$ cat config.mk
export PLATFORM = sky130hd
export DESIGN_NAME = ps2_host_tx_flat
export DESIGN_NICKNAME = d
export VERILOG_FILES = /design/src/rtl/ps2_host_tx_if.sv /design/src/rtl/ps2_host_tx.sv /design/src/flat_wrapper.sv
export SDC_FILE = /design/constraint.sdc
export NUM_CORES = 1
export LEC_CHECK = 0
export CORE_MARGIN = 4
export CORE_UTILIZATION = 60
export CTS_CLUSTER_SIZE = 25
export DETAILED_ROUTE_END_ITERATION = 10
export HOLD_SLACK_MARGIN = 0.1
export PLACE_DENSITY = 0.8
export RECOVER_POWER = 25
export SYNTH_ARGS = -nofsm -noshare
export SYNTH_HDL_FRONTEND = slang
export SYNTH_SLANG_ARGS = --single-unit
$ cat constraint.sdc
create_clock -name clk -period 2.4 [get_ports clk]
set_input_delay 0.6 -clock clk [delete_from_list [all_inputs] [get_ports clk]]
set_output_delay 0.6 -clock clk [all_outputs]
set_load 0.1 [all_outputs]
$ cat src/rtl/ps2_host_tx_if.sv
// Command-byte request/status bundle between the uC core and the PS/2 host transmitter.
interface ps2_host_tx_if;
  logic       tx_start;
  logic [7:0] tx_data;
  logic       tx_busy;
  logic       tx_done;
  logic       tx_error;

  modport master (output tx_start, output tx_data, input tx_busy, input tx_done, input tx_error);
  modport slave  (input tx_start, input tx_data, output tx_busy, output tx_done, output tx_error);
endinterface

$ cat src/rtl/ps2_host_tx.sv
// PS/2 host-to-device transmitter: inhibit, request-to-send, 10 shifted bits, ACK check, wait for idle bus.
// Outputs are decoded from registered state, so pad enables change on the clock edge and reset releases them at once.
module ps2_host_tx #(
  parameter int unsigned INHIBIT_CYCLES = 12000,
  parameter int unsigned TIMEOUT_CYCLES = 2000000,
  parameter int unsigned FILTER_LEN     = 4
) (
  input  logic      clk,
  input  logic      reset,
  ps2_host_tx_if.slave tx,
  input  logic      ps2_clk_in,
  input  logic      ps2_data_in,
  output logic      ps2_clk_oe,
  output logic      ps2_data_oe
);

  localparam int unsigned CW = $clog2(FILTER_LEN) + 1;
  localparam logic [CW-1:0] FILT_MAX = CW'(FILTER_LEN - 1);
  localparam logic [31:0]   INH_MAX  = 32'(INHIBIT_CYCLES);
  localparam logic [31:0]   TO_MAX   = 32'(TIMEOUT_CYCLES);

  typedef enum logic [2:0] {
    S_IDLE, S_INHIBIT, S_REQ, S_SEND, S_ACK, S_WAIT_IDLE
  } state_t;

  state_t      state, state_n;
  logic [31:0] cnt, cnt_n;
  logic [9:0]  frame, frame_n;
  logic [3:0]  bit_idx, bit_idx_n;
  logic        cur_bit, cur_bit_n;

  // Index 0 is the clock line, index 1 the data line.
  logic [1:0]    sync_a, sync_b, filt;
  logic [CW-1:0] filt_cnt [2];
  logic          filt_clk_d;
  logic          fall_clk;

  logic busy, done, error, clk_oe, data_oe;

  always_ff @(posedge clk or posedge reset) begin
    if (reset) begin
      sync_a      <= 2'b11;
      sync_b      <= 2'b11;
      filt        <= 2'b11;
      filt_cnt[0] <= '0;
      filt_cnt[1] <= '0;
      filt_clk_d  <= 1'b1;
    end else begin
      sync_a     <= {ps2_data_in, ps2_clk_in};
      sync_b     <= sync_a;
      filt_clk_d <= filt[0];
      for (int i = 0; i < 2; i++) begin
        if (state == S_IDLE) begin
          filt[i]     <= 1'b1;
          filt_cnt[i] <= '0;
        end else if (sync_b[i] == filt[i]) begin
          filt_cnt[i] <= '0;
        end else if (filt_cnt[i] == FILT_MAX) begin
          filt[i]     <= sync_b[i];
          filt_cnt[i] <= '0;
        end else begin
          filt_cnt[i] <= filt_cnt[i] + 1'b1;
        end
      end
    end
  end

  assign fall_clk = filt_clk_d & ~filt[0];

  always_ff @(posedge clk or posedge reset) begin
    if (reset) begin
      state   <= S_IDLE;
      cnt     <= '0;
      frame   <= '0;
      bit_idx <= '0;
      cur_bit <= 1'b1;
    end else begin
      state   <= state_n;
      cnt     <= cnt_n;
      frame   <= frame_n;
      bit_idx <= bit_idx_n;
      cur_bit <= cur_bit_n;
    end
  end

  always_comb begin
    state_n   = state;
    cnt_n     = cnt;
    frame_n   = frame;
    bit_idx_n = bit_idx;
    cur_bit_n = cur_bit;
    clk_oe    = 1'b0;
    data_oe   = 1'b0;
    busy      = 1'b1;
    done      = 1'b0;
    error     = 1'b0;

    case (state)
      S_IDLE: begin
        busy      = 1'b0;
        cnt_n     = '0;
        bit_idx_n = '0;
        cur_bit_n = 1'b1;
        if (tx.tx_start) begin
          frame_n = {1'b1, ~^tx.tx_data, tx.tx_data};
          state_n = S_INHIBIT;
        end
      end
      S_INHIBIT: begin
        clk_oe = 1'b1;
        cnt_n  = cnt + 32'd1;
        // Final inhibit cycle overlaps the start bit so data is low before clk is released.
        if (cnt == INH_MAX) begin
          data_oe   = 1'b1;
          cnt_n     = '0;
          cur_bit_n = 1'b0;
          state_n   = S_REQ;
        end
      end
      S_REQ: begin
        data_oe = 1'b1;
        if (fall_clk) begin
          cur_bit_n = frame[0];
          bit_idx_n = 4'd1;
          state_n   = S_SEND;
        end
      end
      S_SEND: begin
        data_oe = ~cur_bit;
        if (fall_clk) begin
          cur_bit_n = frame[bit_idx];
          bit_idx_n = bit_idx + 4'd1;
          if (bit_idx == 4'd9) state_n = S_ACK;
        end
      end
      S_ACK: begin
        if (fall_clk) begin
          if (!filt[1]) begin
            state_n = S_WAIT_IDLE;
          end else begin
            error   = 1'b1;
            busy    = 1'b0;
            state_n = S_IDLE;
          end
        end
      end
      S_WAIT_IDLE: begin
        if (filt[0] && filt[1]) begin
          done    = 1'b1;
          busy    = 1'b0;
          state_n = S_IDLE;
        end
      end
      default: state_n = S_IDLE;
    endcase

    if (state inside {S_REQ, S_SEND, S_ACK, S_WAIT_IDLE}) begin
      if (cnt != '1) cnt_n = cnt + 32'd1;
      // Timeout overrides any same-cycle ACK or idle detection.
      if (cnt >= TO_MAX) begin
        clk_oe  = 1'b0;
        data_oe = 1'b0;
        done    = 1'b0;
        error   = 1'b1;
        busy    = 1'b0;
        state_n = S_IDLE;
      end
    end
  end

  assign ps2_clk_oe  = clk_oe;
  assign ps2_data_oe = data_oe;
  assign tx.tx_busy  = busy;
  assign tx.tx_done  = done;
  assign tx.tx_error = error;

endmodule

$ cat src/flat_wrapper.sv
// flat-port wrapper written by rule: the top's interface ports become plain ports
module ps2_host_tx_flat 
#(
  parameter int unsigned INHIBIT_CYCLES = 12000,
  parameter int unsigned TIMEOUT_CYCLES = 2000000,
  parameter int unsigned FILTER_LEN     = 4
)
  (clk, reset, ps2_clk_in, ps2_data_in, ps2_clk_oe, ps2_data_oe, tx_tx_start, tx_tx_data, tx_tx_busy, tx_tx_done, tx_tx_error);
  ps2_host_tx_if tx_i ();
  input  logic clk;
  input  logic reset;
  input  logic ps2_clk_in;
  input  logic ps2_data_in;
  output logic ps2_clk_oe;
  output logic ps2_data_oe;
  input wire logic [$bits(tx_i.tx_start)-1:0] tx_tx_start;
  input wire logic [$bits(tx_i.tx_data)-1:0] tx_tx_data;
  output wire logic [$bits(tx_i.tx_busy)-1:0] tx_tx_busy;
  output wire logic [$bits(tx_i.tx_done)-1:0] tx_tx_done;
  output wire logic [$bits(tx_i.tx_error)-1:0] tx_tx_error;
  assign tx_i.tx_start = tx_tx_start;
  assign tx_i.tx_data = tx_tx_data;
  assign tx_tx_busy = tx_i.tx_busy;
  assign tx_tx_done = tx_i.tx_done;
  assign tx_tx_error = tx_i.tx_error;
  ps2_host_tx #(.INHIBIT_CYCLES(INHIBIT_CYCLES), .TIMEOUT_CYCLES(TIMEOUT_CYCLES), .FILTER_LEN(FILTER_LEN)) u_core (.clk(clk), .reset(reset), .tx(tx_i), .ps2_clk_in(ps2_clk_in), .ps2_data_in(ps2_data_in), .ps2_clk_oe(ps2_clk_oe), .ps2_data_oe(ps2_data_oe));
endmodule
==> impl_results.rst <==
.. list-table::
   :header-rows: 1

   * - Metric
     - Value
   * - DP Cell Count
     - 505
   * - Power per cell area
     - 638 mW/mm^2
   * - Reg-to-reg critical path startpoint
     - u_core.cnt[8]
   * - Routed length on met3
     - 866 um
   * - Worst slack, placed
     - -0.0741 ns
   * - Initial cell density of the core
     - 61.5%
   * - Crit path from
     - u_core.cnt[20]
   * - Area share of the leading cell type in the synthesized netlist
     - 37.8%
   * - ANT cells
     - 0
   * - Clock Root Buffer
     - clkbuf_8
   * - Detailed router's first-iteration violation count
     - 387
   * - Category of the critical setup timing path
     - reg -> out
   * - Uppermost routed layer
     - met4
   * - TritonCTS buffer count
     - 9
   * - # nets final
     - 485
   * - Data required time of the critical path
     - 1.80 ns
   * - Last weighted congestion value of the routability-driven placer
     - 0.909
   * - CP max FO
     - 4
   * - Total of flip-flops plus latches after synthesis
     - 63
   * - Die outline area
     - 0.00738 mm^2
   * - Remaining design rule violation count
     - 0
   * - Overall power consumption
     - 3210 uW
   * - Maximum frequency from static timing analysis
     - 336 MHz
   * - Setup violations, final
     - 33
   * - Family with the most delay on the worst path
     - compound AO/OA/AOI/OAI gates
   * - Total detailed-routing wirelength
     - 12100 um
   * - Syn Inst Count
     - 387
   * - Length of routed met2 wiring
     - 6060 um
   * - Final Max Slew Viols
     - 64
   * - Global Route Usage Sum
     - 29.3%
   * - Critical Path, Cell by Cell
     - and3_1 > buf_4 > o211ai_1 > nor2b_1 > o21ai_0 > o221ai_4 > buf_12
   * - Hold Vio Cnt, Final
     - 0
   * - I/O pin count
     - 18
   * - Die extent in x
     - 85.9 um
   * - Placed standard-cell area
     - 0.00428 mm^2
   * - Die height
     - 85.9 um
   * - Number of placement rows
     - 28
   * - Distinct cell type count of the synthesized netlist
     - 60
   * - Share of post-route cells with drive strength above 1
     - 38.6%
   * - Final non-filler cell area
     - 0.00502 mm^2
   * - Worst-case vdd ir drop
     - 0.528 mV
   * - Detailed placement HPWL
     - 6190 um
   * - Slowest stage cell, crit path
     - dfrtp_1
   * - I/O Buffers
     - 17
   * - Endpoint arrival time on the critical path
     - 2.37 ns
   * - Number of global-route vias before repair
     - 3454
   * - Area contributors post-synth
     - dfrtp_1 38%, dfstp_2 5.8%, a21oi_1 4.0%
   * - Number of maximum-capacitance violations
     - 1
   * - Post-synthesis instance area
     - 0.00364 mm^2
   * - Share of synthesized area occupied by flip-flops and latches
     - 43.6%
   * - Leakage
     - 0.00214 uW
   * - Final worst clock skew
     - 0.0106 ns
   * - Total number of vias
     - 3751
   * - Avg WL per Cell
     - 22.2 um
   * - Metal-1 WL
     - 4510 um
   * - CTS H-tree depth
     - 3
   * - Sort of element at the end of the critical path
     - primary output
   * - Top cells by instance count after synthesis
     - 55 x dfrtp_1, 35 x nand2_1, 29 x a21oi_1
   * - First-pass GRT wire length
     - 16900 um
   * - Clock transition at the registers of the reported paths
     - 0.08 ns
   * - Delay contributed by the slowest stage of the critical path
     - 0.47 ns
   * - Most common flop cell mapped by yosys
     - dfrtp_1
   * - Most area-hungry cell type in the Yosys netlist
     - dfrtp_1
   * - CTS tree
     - yes
   * - Number of sinks handled by clock tree synthesis
     - 63
   * - Post-Syn Nets
     - 406
   * - Maximum buffer depth of the clock tree
     - 2
   * - Sort of element at the start of the critical path
     - register
   * - RSZ-0062 raised after global routing
     - yes
   * - Number of buffer and inverter instances along the worst setup path
     - 2
   * - Via-per-instance ratio
     - 6.87
   * - Yosys Warn Count
     - 0
   * - Final critical-path share of the clock period
     - 124%
   * - Post-Layout Cell Count
     - 546
   * - Floorplan core area
     - 0.00592 mm^2
   * - Setup TNS
     - -4.74 ns
   * - Syn-to-layout area delta
     - 37.9%
   * - Max_slew headroom
     - -3.25%
   * - Number of enable flip-flop cells after synthesis
     - 0
   * - Post-Synthesis Mean Instance Area
     - 9.41 um^2
   * - Synth async-reset ratio
     - 100%
   * - Overflow left after global routing
     - 0
   * - Hold bufs inserted after CTS
     - 0
   * - Latest clock arrival within the worst-skew pair
     - 0.35 ns
   * - Worst min path class
     - reg -> reg
   * - Number of antenna violations at the first check in global routing
     - 0
   * - Failing checks
     - capacitance limit, slew limit, setup timing
   * - Time the worst path needs with I/O delays and setup
     - 2.97 ns
   * - Worst path setup slack after routing
     - -0.574 ns
   * - Worst hold path startpoint
     - u_core.sync_a[1]
   * - First-pass iteration count of the detailed router
     - 6
   * - Dominant cell by count in the synthesized netlist
     - dfrtp_1
   * - Remaining antenna violation count
     - 0
   * - Worst-margin pin slew
     - 1.55 ns
   * - Result of the run
     - finished with violations
   * - Largest net degree at the start of global routing
     - 64
==> placed cells by master, fill, tap and decap left out, types with 5 or more instances in the layout <==
master and instances:
a21oi_1 17, a21oi_2 12, a31oi_1 14, and3_1 8, buf_12 6, buf_4 51, buf_6 14, clkbuf_8 11
clkdlybuf4s50_1 9, dfrtp_1 54, dfstp_2 8, inv_1 12, mux2_2 9, nand2_1 31, nand3_1 17, nand4_1 10
nor2_1 16, nor2b_1 5, nor3_1 13, nor3b_1 5, o21ai_0 10, o21ai_1 7, o21ai_2 8, o21ai_4 5
or3_1 7, xnor2_1 8
==> routing by layer <==
metal / global-route usage, % / vias up
li1: - / 1599
met1: 37.1 / 1817
met2: 48.1 / 257
met3: 6.34 / 78
met4: 13.1 / 0
met5: 0 / -
==> worst register-to-register path, cell delays in order, from the launching register on <==
cell     delay, ns
dfrtp_1       0.40
buf_4         0.14
buf_6         0.11
nor4b_4       0.26
nand4_1       0.19
buf_4         0.18
buf_4         0.14
o31ai_4       0.26
buf_6         0.18
o21ai_4       0.12
and3_4        0.25
a211o_1       0.22
==> flip-flops by register name (all words and copies together) (netlist names) <==
name and flops:
u_core.cnt 32, u_core.frame 10, u_core.filt_cnt 6, u_core.bit_idx 4, u_core.state 3, u_core.filt 2, u_core.sync_a 2, u_core.sync_b 2
u_core.cur_bit 1, u_core.filt_clk_d 1
==> through the flow <==
step / hold slack (ns) / utilization [%]
after floorplan: 0.345 / -
after global placement: 0.345 / 72.3
after detailed placement: 0.347 / 72.3
after CTS: 0.357 / 78.4
after global routing: 0.367 / 84.8
final: 0.357 / 84.8
==> worst paths after layout <==
| check | endpoint | slack, ns | cells past startpoint |
|---|---|---|---|
| setup / recovery | tx_tx_busy | -0.57 | 7 |
| hold / removal | u_core.sync_b[1] | 0.36 | 0 |
| setup reg to reg | u_core.cnt[3] | -0.16 | 11 |
| hold reg to reg | u_core.sync_b[1] | 0.36 | 0 |
| max in group asynchronous | u_core.cnt[10] | 0.13 | 3 |
| min in group asynchronous | u_core.cnt[17] | 1.23 | 3 |
==> kinds of logic after synthesis <==
logic type               Yosys count  synth area share, %
multiplexers                      15                 5.12
XOR/XNOR                          10                 2.40
adder cells (fa/ha/maj)            8                 2.68
AND/OR/NAND/NOR                  153                 24.0
buffers and inverters             36                 4.57
flip-flops                        63                 43.6
AO/OA/AOI/OAI                    102                 17.6
==> report_power, final <==
group | switching [uW] | leakage [uW] | internal (uW)
logic | 455 | 0.00124 | 466
registers | 149 | 0.000812 | 1250
clock network | 459 | 0.0000873 | 427
==> what timing repair did <==
action	CTS	global route
setup buffers	15	7
cloned	1	2
pin swaps	7	26
setup endpoints to repair	18	37
resized for setup	15	80
==> layout make-up <==
type / count / area (um^2)
clock inverter: 5 / 32.5
clock buffer: 11 / 151
tap: 75 / 93.8
fill: 274 / 898
multi-input combinational: 291 / 2300
inverter: 16 / 60.1
sequential: 63 / 1590
timing repair buffer: 85 / 801
Power figures use the tool's default switching activity.
